[src/rtl/boot_loader.sv]
// Copies COUNT words from the flash ROM controller into RAM after reset, keeping the CPU
// in reset until the copy finishes or a ROM read times out.
module boot_loader #(
    parameter int WIDTH    = 16,
    parameter int ROM_ADDR = 23,
    parameter int RAM_ADDR = 13,
    parameter int SRC_BASE = 0,
    parameter int COUNT    = 8192,
    parameter int TIMEOUT  = 255
) (
    input  logic                clk,
    input  logic                rst_n,
    input  logic                start,
    output logic [ROM_ADDR-1:0] rom_addr,
    output logic                rom_load,
    input  logic [WIDTH-1:0]    rom_data,
    input  logic                rom_ready,
    output logic [RAM_ADDR-1:0] ram_addr,
    output logic [WIDTH-1:0]    ram_din,
    output logic                ram_we,
    output logic                busy,
    output logic                done,
    output logic                error,
    output logic [WIDTH-1:0]    checksum,
    output logic                cpu_hold
);

    typedef enum logic [2:0] {IDLE, REQ, WAIT, WRITE, FIN} state_t;

    localparam logic [31:0]         LAST_IDX  = (COUNT > 0) ? 32'(COUNT - 1) : 32'd0;
    localparam logic [31:0]         TIMEOUT_W = 32'(TIMEOUT);
    localparam logic [ROM_ADDR-1:0] SRC       = ROM_ADDR'(SRC_BASE);

    state_t      state;
    logic [31:0] index;
    logic [31:0] wait_cnt;
    logic [31:0] next_index;
    logic [31:0] next_wait;

    assign next_index = index + 32'd1;
    assign next_wait  = wait_cnt + 32'd1;

    // rom_load and ram_we are one-cycle pulses that are raised on entry to REQ/WRITE,
    // so the ROM address and RAM write fields are always registered together with them.
    always_ff @(posedge clk or negedge rst_n) begin
        if (!rst_n) begin
            state    <= IDLE;
            index    <= '0;
            wait_cnt <= '0;
            rom_addr <= '0;
            rom_load <= 1'b0;
            ram_addr <= '0;
            ram_din  <= '0;
            ram_we   <= 1'b0;
            busy     <= 1'b0;
            done     <= 1'b0;
            error    <= 1'b0;
            checksum <= '0;
            cpu_hold <= 1'b1;
        end else begin
            rom_load <= 1'b0;
            ram_we   <= 1'b0;
            case (state)
                IDLE: begin
                    if (start) begin
                        if (COUNT == 0) begin
                            state    <= FIN;
                            done     <= 1'b1;
                            cpu_hold <= 1'b0;
                        end else begin
                            state    <= REQ;
                            index    <= '0;
                            rom_addr <= SRC;
                            rom_load <= 1'b1;
                            busy     <= 1'b1;
                        end
                    end
                end
                REQ: begin
                    state    <= WAIT;
                    wait_cnt <= '0;
                end
                // Ready is only trusted here; in the load cycle it still reflects the previous read.
                WAIT: begin
                    if (rom_ready) begin
                        ram_din  <= rom_data;
                        ram_addr <= index[RAM_ADDR-1:0];
                        ram_we   <= 1'b1;
                        state    <= WRITE;
                    end else begin
                        wait_cnt <= next_wait;
                        if (next_wait >= TIMEOUT_W) begin
                            error    <= 1'b1;
                            done     <= 1'b1;
                            busy     <= 1'b0;
                            cpu_hold <= 1'b0;
                            state    <= FIN;
                        end
                    end
                end
                WRITE: begin
                    checksum <= checksum + ram_din;
                    if (index == LAST_IDX) begin
                        done     <= 1'b1;
                        busy     <= 1'b0;
                        cpu_hold <= 1'b0;
                        state    <= FIN;
                    end else begin
                        index    <= next_index;
                        rom_addr <= SRC + next_index[ROM_ADDR-1:0];
                        rom_load <= 1'b1;
                        state    <= REQ;
                    end
                end
                FIN: begin
                    state <= FIN;
                end
                default: begin
                    state <= IDLE;
                end
            endcase
        end
    end

endmodule

[config.mk]
export PLATFORM = sky130hd
export DESIGN_NAME = boot_loader
export DESIGN_NICKNAME = d
export VERILOG_FILES = /design/src/rtl/boot_loader.sv
export SDC_FILE = /design/constraint.sdc
export NUM_CORES = 1
export LEC_CHECK = 0
export CAP_MARGIN = 20
export CELL_PAD_IN_SITES_DETAIL_PLACEMENT = 2
export CELL_PAD_IN_SITES_GLOBAL_PLACEMENT = 2
export CORE_MARGIN = 5
export CORE_UTILIZATION = 34
export CTS_CLUSTER_DIAMETER = 50
export DETAILED_ROUTE_END_ITERATION = 8
export GPL_TIMING_DRIVEN = 0
export PLACE_DENSITY = 0.83
export SLEW_MARGIN = 20
export SYNTH_ARGS = -nofsm -noshare
export SYNTH_HDL_FRONTEND = slang
export SYNTH_SLANG_ARGS = --single-unit
[constraint.sdc]
create_clock -name clk -period 3.81 [get_ports clk]
set_input_delay 0.9525 -clock clk [delete_from_list [all_inputs] [get_ports clk]]
set_output_delay 0.9525 -clock clk [all_outputs]
set_load 0.01 [all_outputs]
=== After elaboration in Yosys (flattened, before gate mapping) ===
Index checks and enable logic that the tools add are counted.

* Input bits: 20
* Bits in registers: 141

* Bitwise operators: 1
* $add $sub $neg: 3
* Reduce and logical (&&, ||, !) cells: 12
* Muxes and demuxes: 28
* Equal/unequal tests: 11
* $lt $le $gt $ge: 1

{| class="wikitable"
|+ Operator list
! operator !! count
|-
| case mux 32 bit (2 select lines) || 2
|-
| two-way mux 32 bit || 3
|-
| adder 32 x 1 -> 32 bit (second input constant) || 2
|-
| two-way mux 23 bit || 2
|-
| case mux 23 bit (2 select lines) || 1
|-
| equality test 32 x 13 -> 1 bit (second input constant) || 1
|-
| >= comparator 32 x 8 -> 1 bit (second input constant) || 1
|-
| adder 16 bit || 1
|-
| case mux 3 bit (5 select lines) || 1
|-
| two-way mux 3 bit || 4
|-
| two-way mux 1 bit || 11
|-
| != test 2 bit (second input constant) || 5
|-
| equality test 3 x 2 -> 1 bit (second input constant) || 2
|-
| case mux 1 bit (2 select lines) || 3
|-
| AND reduction 2 bit || 3
|-
| AND reduction 3 bit || 2
|-
| nonzero test 2 bit || 3
|-
| AND reduction 5 bit || 1
|-
| AND reduction 4 bit || 1
|-
| equality test 3 x 1 -> 1 bit (second input constant) || 1
|-
| equality test 3 bit (second input constant) || 1
|-
| zero test 3 bit || 1
|-
| != test 3 bit (second input constant) || 1
|-
| case mux 1 bit (3 select lines) || 1
|-
| other kinds (2) || 2
|}

=== Depth between registers and ports, before layout ===
Gate-level depths: netlist of the first run.

* Depth after elaboration: 5
* Depth in mapped cells: 11
* Depth with buffers taken out: 11

=== Worst setup path after synthesis of the first run ===
OpenSTA, ideal clock, no wires.

* Kind: reg-to-reg
* Start: reg wait_cnt[0]
* End: reg done
* Buffers on the path: 0
* Arrival time: 2.976 ns
* Path slack: 0.702 ns
* Stages on the path, launching flop included: 10
* Library setup time: 0.132 ns
* Cell sequence: dfrtp_1 -> ha_1 -> nand4_1 -> or3_2 -> o31ai_2 -> and4b_1 -> nand4_1 -> or4_1 -> o31a_1 -> or3b_1

* Longest elaborated chain between the ends: 4

{| class="wikitable"
|+ Ends and longest elaborated chain
! what !! line !! RTL
|-
| start: declaration || 36 || <nowiki>logic [31:0] wait_cnt;</nowiki>
|-
| start signal: assignment || 91 || <nowiki>wait_cnt <= next_wait;</nowiki>
|-
| adder 32 x 1 -> 32 bit || 41 || <nowiki>assign next_wait = wait_cnt + 32'd1;</nowiki>
|-
| >= comparator 32 x 8 -> 1 bit || 92 || <nowiki>if (next_wait >= TIMEOUT_W) begin</nowiki>
|-
| != test 2 bit (no line) || -- ||
|-
| AND reduction 4 bit (no line) || -- ||
|-
| end signal: assignment || 56 || <nowiki>done <= 1'b0;</nowiki>
|-
| end signal: assignment || 94 || <nowiki>done <= 1'b1;</nowiki>
|-
| end signal: assignment || 104 || <nowiki>done <= 1'b1;</nowiki>
|-
| end: declaration || 22 || <nowiki>output logic done,</nowiki>
|}

Every way passes these cells.
A chain may end at the register's enable or synchronous reset.

=== Final worst setup path of the first run ===
* Start: reg wait_cnt[1]
* End: reg done

The elaborated chain is that of the path after synthesis.

==> results.json, run 1 <==
{
  "r2r-end": "done",
  "p_per_area_mw_per_mm2": 690,
  "gp_congestion": 0.811,
  "grt_max_degree": 76,
  "placed_cells": 1100,
  "hpwl_um": 17400,
  "cp_slowest_cell": "or4_1",
  "antenna_found_initial": 0,
  "n_antenna_cell": 0,
  "clockRootBuffer": "clkbuf_16",
  "stdcell_count": 1133,
  "worst_ep_required_time_ps": 4110,
  "final_cell_mix": "dfrtp_1, clkdlybuf4s50_1, nand2_1",
  "post-route-util_pct": 44.3,
  "critPathTopFamily": "simple AND/OR/NAND/NOR gates",
  "dr.pass1.iters": 4,
  "final_common_cell": "dfrtp_1",
  "critPathBufInv": 1,
  "r2r-start": "wait_cnt[1]",
  "fp.dieH_um": 151,
  "synth_area_per_cell_sq_um": 9.17,
  "outcome": "completed",
  "grt_pass1_wl_um": 41600,
  "slowest_delay_ps": 590,
  "hp-class": "in -> async",
  "layout.nets": 894,
  "tritoncts": "done",
  "num_vias": 6290,
  "yosysWarnings": 0,
  "rr_worst_depth": 10,
  "worst_pin_slew_ps": 1060,
  "ir_drop_v": 0.000323,
  "die_area_sq_mm": 0.0229,
  "syn-cell-area_sq_mm": 0.00679,
  "die_x_um": 151,
  "ys_ff_latch": 118,
  "wirelength_um": 26300,
  "critPathMostFrequentCell": "nand4_1",
  "crit_chain": "ha_2, nand4_1, buf_4, or3_2, o31ai_2, and4b_1, nand4_1, or4_1, o31a_1, or3b_1",
  "core_sq_mm": 0.0196,
  "critPathKind": "reg -> reg",
  "syn_inst": 741,
  "holdWs_ps": 436,
  "cp.arrival_ps": 3890,
  "max-slew-margin-rel_pct": 28.4,
  "viasPerCell": 5.55,
  "seq_area_frac_synth_pct": 43.5,
  "setup_viol": 0,
  "io_buffer_count": 93,
  "finClkSkew_ps": 11.3,
  "crit_path_end_kind": "flop",
  "reg2reg_slack_ps": 230,
  "routedWlPerCell_um": 23.2,
  "leakage_uw": 0.00368,
  "synth_top_area_share_pct": 43.1,
  "drc_errors": 0,
  "path_clk_slew_ps": 60,
  "path_max_fanout": 8,
  "pre_cts_ws_ps": 81.5,
  "placed_area_sq_mm": 0.00809,
  "period_minus_slack_ps": 3580,
  "slew_viol_final": 0,
  "syn2layout_area_growth_pct": 27.8,
  "ctsHoldBuffers": 0,
  "cap_violations": 0,
  "yosys-top-cells-area": "dfrtp_1, o21ai_0, nand2_1, mux2_2, nor2_1",
  "num_rows": 51,
  "cts_sinks": 118,
  "start_util_pct": 34.7,
  "fmax_mhz": 279,
  "grt_setup_unrepaired": "no",
  "cts_buffers": 17,
  "ys_types": 64,
  "synth.largest_area_cell": "dfrtp_1",
  "grt_pass1_vias": 7122,
  "overflow": 0,
  "drive_gt1_share_pct": 13.2,
  "synthFlopType": "dfrtp_1",
  "htreeDepth": 4,
  "dr.first_iter.drc_count": 225,
  "fin_ws_ps": 227,
  "final_hold_viol_count": 0,
  "fin_area_sq_mm": 0.00868,
  "synth_edf_count": 0,
  "cp-start-kind": "flop",
  "ant_nets": 0,
  "ys_async_sr_fraction_pct": 100,
  "synth_nets": 780,
  "clock_latency_ps": 440,
  "grt_util_all_layers_pct": 23.6,
  "fin_crit_sh_pct": 94.0,
  "ios": 94,
  "clk_path_buf_depth": 2
}
[sequential cells by signal, indices dropped and copies added, names as in the netlist]
name      count
ram_addr     13
ram_din      16
checksum     16
rom_addr     22
done          1
busy          1
error         1
cpu_hold      1
state         3
rom_load      1
ram_we        1
index        10
wait_cnt     32
[Yosys cell counts, drive strengths merged, types with 4 or more instances]
| cell type | instances |
|---|---|
| dfrtp | 117 |
| nand2 | 89 |
| o21ai | 74 |
| nor2 | 69 |
| buf | 33 |
| nand3 | 31 |
| mux2 | 28 |
| xor2 | 27 |
| a21oi | 25 |
| clkbuf | 23 |
| nor3 | 22 |
| nand4 | 19 |
| ha | 18 |
| xnor2 | 17 |
| inv | 14 |
| o31ai | 14 |
| a31oi | 12 |
| or3 | 12 |
| and3 | 11 |
| nor4 | 9 |
| a211oi | 6 |
| and4 | 6 |
| nor2b | 6 |
| or2 | 5 |
| or4 | 5 |
| a21o | 4 |
| and2 | 4 |
| o211ai | 4 |
[per-layer routing]
metal / GRT usage, % / up-vias / part of all wire [%]
li1: - / 2852 / -
met1: 27.1 / 3237 / 41
met2: 42.6 / 144 / 52
met3: 5.18 / 57 / 4.4
met4: 9.25 / 0 / 2.6
met5: 0 / - / 0
[what timing repair did]
item	4_1_cts	5_1_grt
endpoints found under the setup margin	0	2
buffers inserted	0	1
resized for setup	0	2
[where the power goes]
group / total [uW] / internal, uW / switching (uW)
Sequential: 1770 / 1500 / 263
Combinational: 2590 / 1090 / 1500
Clock: 1630 / 975 / 654
Total: 5990 / 3570 / 2420
[through the flow]
stage                     setup TNS [ps]  total power (uW)
after floorplan                        0              3120
after global placement           -360000              4000
after detailed placement               0              4210
after CTS                              0              6020
after global routing                   0              6280
final                                  0              5990
[worst max-delay path by stage]
stage | cells after the start | slack [ps] | from | to
6_report | 10 | 230 | wait_cnt[1] | done
5_1_grt | 9 | 30 | wait_cnt[0] | done
4_1_cts | 9 | 90 | wait_cnt[0] | done
3_5_place_dp | 9 | 80 | wait_cnt[0] | done
3_3_place_gp | 1 | -3080 | rst_n | wait_cnt[13]
2_1_floorplan | 9 | 700 | wait_cnt[0] | done
[cells by family after synthesis]
| family | after synthesis | synth area share (%) |
|---|---|---|
| compound gates | 160 | 14.3 |
| mux | 31 | 5.08 |
| xor+xnor | 44 | 5.67 |
| buf+inv | 70 | 5.87 |
| flops | 118 | 43.5 |
| fa+ha+maj | 19 | 3.61 |
| simple gates | 299 | 22.0 |
[layout make-up]
class / instances / area (sq um)
Clock inverter: 13 / 133
Sequential cell: 118 / 2950
Tap cell: 265 / 332
Fill cell: 2112 / 10900
Clock buffer: 19 / 443
Multi-Input combinational cell: 553 / 3450
Inverter: 14 / 52.6
Buffer: 56 / 347
Timing Repair Buffer: 95 / 967
No activity file was read; power rests on OpenSTA's default activity.
==> run 2, diff against run 1 <==
--- a/config.mk
+++ b/config.mk
@@ -14,6 +14,7 @@
 export DETAILED_ROUTE_END_ITERATION = 8
 export GPL_TIMING_DRIVEN = 0
 export PLACE_DENSITY = 0.83
+export RECOVER_POWER = 25
 export SLEW_MARGIN = 20
 export SYNTH_ARGS = -nofsm -noshare
 export SYNTH_HDL_FRONTEND = slang
==> run 2 against run 1 <==
  * The run now ends with capacitance limit, slew limit left
  * Worst hold slack gained 13 ps
  * Fmax shrank 0.28%
  * Global-route usage is the same
==> results.json, run 2 (same netlist as run 1, synthesis figures left out) <==
{
  "grt_setup_unrepaired": "no",
  "leakage_uw": 0.00368,
  "fin_crit_sh_pct": 94.3,
  "critPathCapture": "done",
  "final_common_cell": "dfrtp_1",
  "p_per_area_mw_per_mm2": 690,
  "crit_start": "wait_cnt[0]",
  "top_regs": "wait_cnt: 32 flops, rom_addr: 22 flops",
  "tritoncts": "done",
  "critPathKind": "reg -> reg",
  "worst_pin_slew_ps": 2680,
  "cap_violations": 1,
  "num_rows": 51,
  "fp.dieH_um": 151,
  "holdWs_ps": 448,
  "cp-start-kind": "flop",
  "p_seq_share_pct": 29.5,
  "gp_congestion": 0.811,
  "ir_drop_v": 0.000323,
  "ios": 94,
  "violations": "capacitance limit, slew limit",
  "period_minus_slack_ps": 3590,
  "routedWlPerCell_um": 23.2,
  "slew_viol_final": 44,
  "finClkSkew_ps": 10.9,
  "die_x_um": 151,
  "ant_nets": 0,
  "outcome": "complete, but fails checks",
  "pwr-share-comb_pct": 43.3,
  "grt_util_all_layers_pct": 23.6,
  "core_sq_mm": 0.0196,
  "fmax_mhz": 278,
  "syn2layout_area_growth_pct": 27.6,
  "htreeDepth": 4,
  "antenna_found_initial": 0,
  "die_area_sq_mm": 0.0229,
  "path_clk_slew_ps": 50,
  "clockRootBuffer": "clkbuf_16",
  "sw_frac_of_total_pct": 40.3,
  "switchingPower_uw": 2410,
  "layout.nets": 894,
  "stdcell_count": 1133,
  "path_max_fanout": 9,
  "post-route-util_pct": 44.3,
  "largest_reg_flops": 32,
  "slowest_delay_ps": 590,
  "largest-register": "wait_cnt",
  "drive_gt1_share_pct": 13.1,
  "fillCellCount": 2113,
  "cp_slowest_cell": "or4_1",
  "use_met2_pct": 42.6,
  "num_vias": 6308,
  "start_util_pct": 34.7,
  "overflow": 0,
  "dr.first_iter.drc_count": 238,
  "final_cell_mix": "dfrtp_1, clkdlybuf4s50_1, nand2_1",
  "n_antenna_cell": 0,
  "reg2reg_slack_ps": 220,
  "io_buffer_count": 93,
  "setup_viol": 0,
  "rr_worst_depth": 10,
  "r2r-start": "wait_cnt[0]",
  "busiest_layer": "met2",
  "grt_pass1_wl_um": 41600,
  "worst_ep_required_time_ps": 4110,
  "cts_buffers": 17,
  "clock_power_share_pct": 27.2,
  "clock_latency_ps": 440,
  "cp.arrival_ps": 3900,
  "dr.pass1.iters": 4,
  "viasPerCell": 5.57,
  "cts_sinks": 118,
  "wirelength_um": 26300,
  "clk_path_buf_depth": 2,
  "grtUsageMet3_pct": 5.18,
  "final_hold_viol_count": 0,
  "drc_errors": 0,
  "intPower_uw": 3570,
  "hp-class": "reg -> reg",
  "grt_pass1_vias": 7122,
  "max-slew-margin-rel_pct": -78.4,
  "use_met1_pct": 27.1,
  "hpwl_um": 17400,
  "placed_cells": 1100,
  "r2r-end": "done",
  "grt_max_degree": 76,
  "critPathMostFrequentCell": "nand4_1",
  "crit_chain": "ha_2, nand4_1, buf_4, or3_2, o31ai_2, and4b_1, nand4_1, or4_1, o31a_1, or3b_1",
  "crit_path_end_kind": "flop"
}
run 2: changes by cell type in the layout (fill, tap and decap cells not counted):
cell / before / now
buf_6: 6 / 5
clkbuf_1: 23 / 24
run 2: final cells by class:
cell class | count | area (sq um) | share of cell area [%]
flip-flops and latches | 118 | 2950 | 34.1
repair buffers | 95 | 960 | 11.1
well taps | 265 | 332 | 3.82
inverters | 14 | 52.6 | 0.606
multi-input cells | 553 | 3450 | 39.8
clock inverters | 13 | 133 | 1.53
clock buffers | 19 | 443 | 5.11
plain buffers | 56 | 347 | 4.00
run 2: critical path, delay by kind of cell, from the launching register on:
kind	cells	cell delay, ps
AND/OR/NAND/NOR	6	1970
AO/OA/AOI/OAI	2	530
flip-flops	1	480
adder cells (fa/ha/maj)	1	300
buffers and inverters	1	180
run 2: how the worst min path moves through the flow:
stage | startpoint | to | cells past startpoint
floorplan | cpu_hold | cpu_hold | 2
global placement | cpu_hold | cpu_hold | 2
detailed placement | cpu_hold | cpu_hold | 2
CTS | rst_n | ram_addr[6] | 1
global route | cpu_hold | cpu_hold | 2
finish | cpu_hold | cpu_hold | 2
run 2: through the flow:
step                area [sq um]  setup TNS (ps)  total power, uW  setup slack, ps
detailed placement          8090               0             4210             81.5
floorplan                   6790               0             3120              702
finish                      8670               0             5980              217
CTS                         8660               0             6020             86.5
global route                8670               0             6280             31.5
global placement            8060         -360000             4000            -3080
run 2: per-layer routing:
layer	up-vias	routed length, um
met2	145	13700
met5	-	0
met3	56	1200
met4	0	665
li1	2859	-
met1	3248	10700
run 2: power groups by stage:
stage,registers (uW),clock network [uW],logic (uW)
6_report,1770,1630,2590
5_1_grt,1800,1700,2780
4_1_cts,1770,1660,2590
3_5_place_dp,1760,0,2450
3_3_place_gp,1730,0,2270
2_1_floorplan,1790,0,1330
run 2: what timing repair did:
action                                  in CTS  in global routing
endpoints found under the setup margin       0                  2
hold buffers                                 0                  0
gates resized for setup                      0                  2
buffers inserted                             0                  1
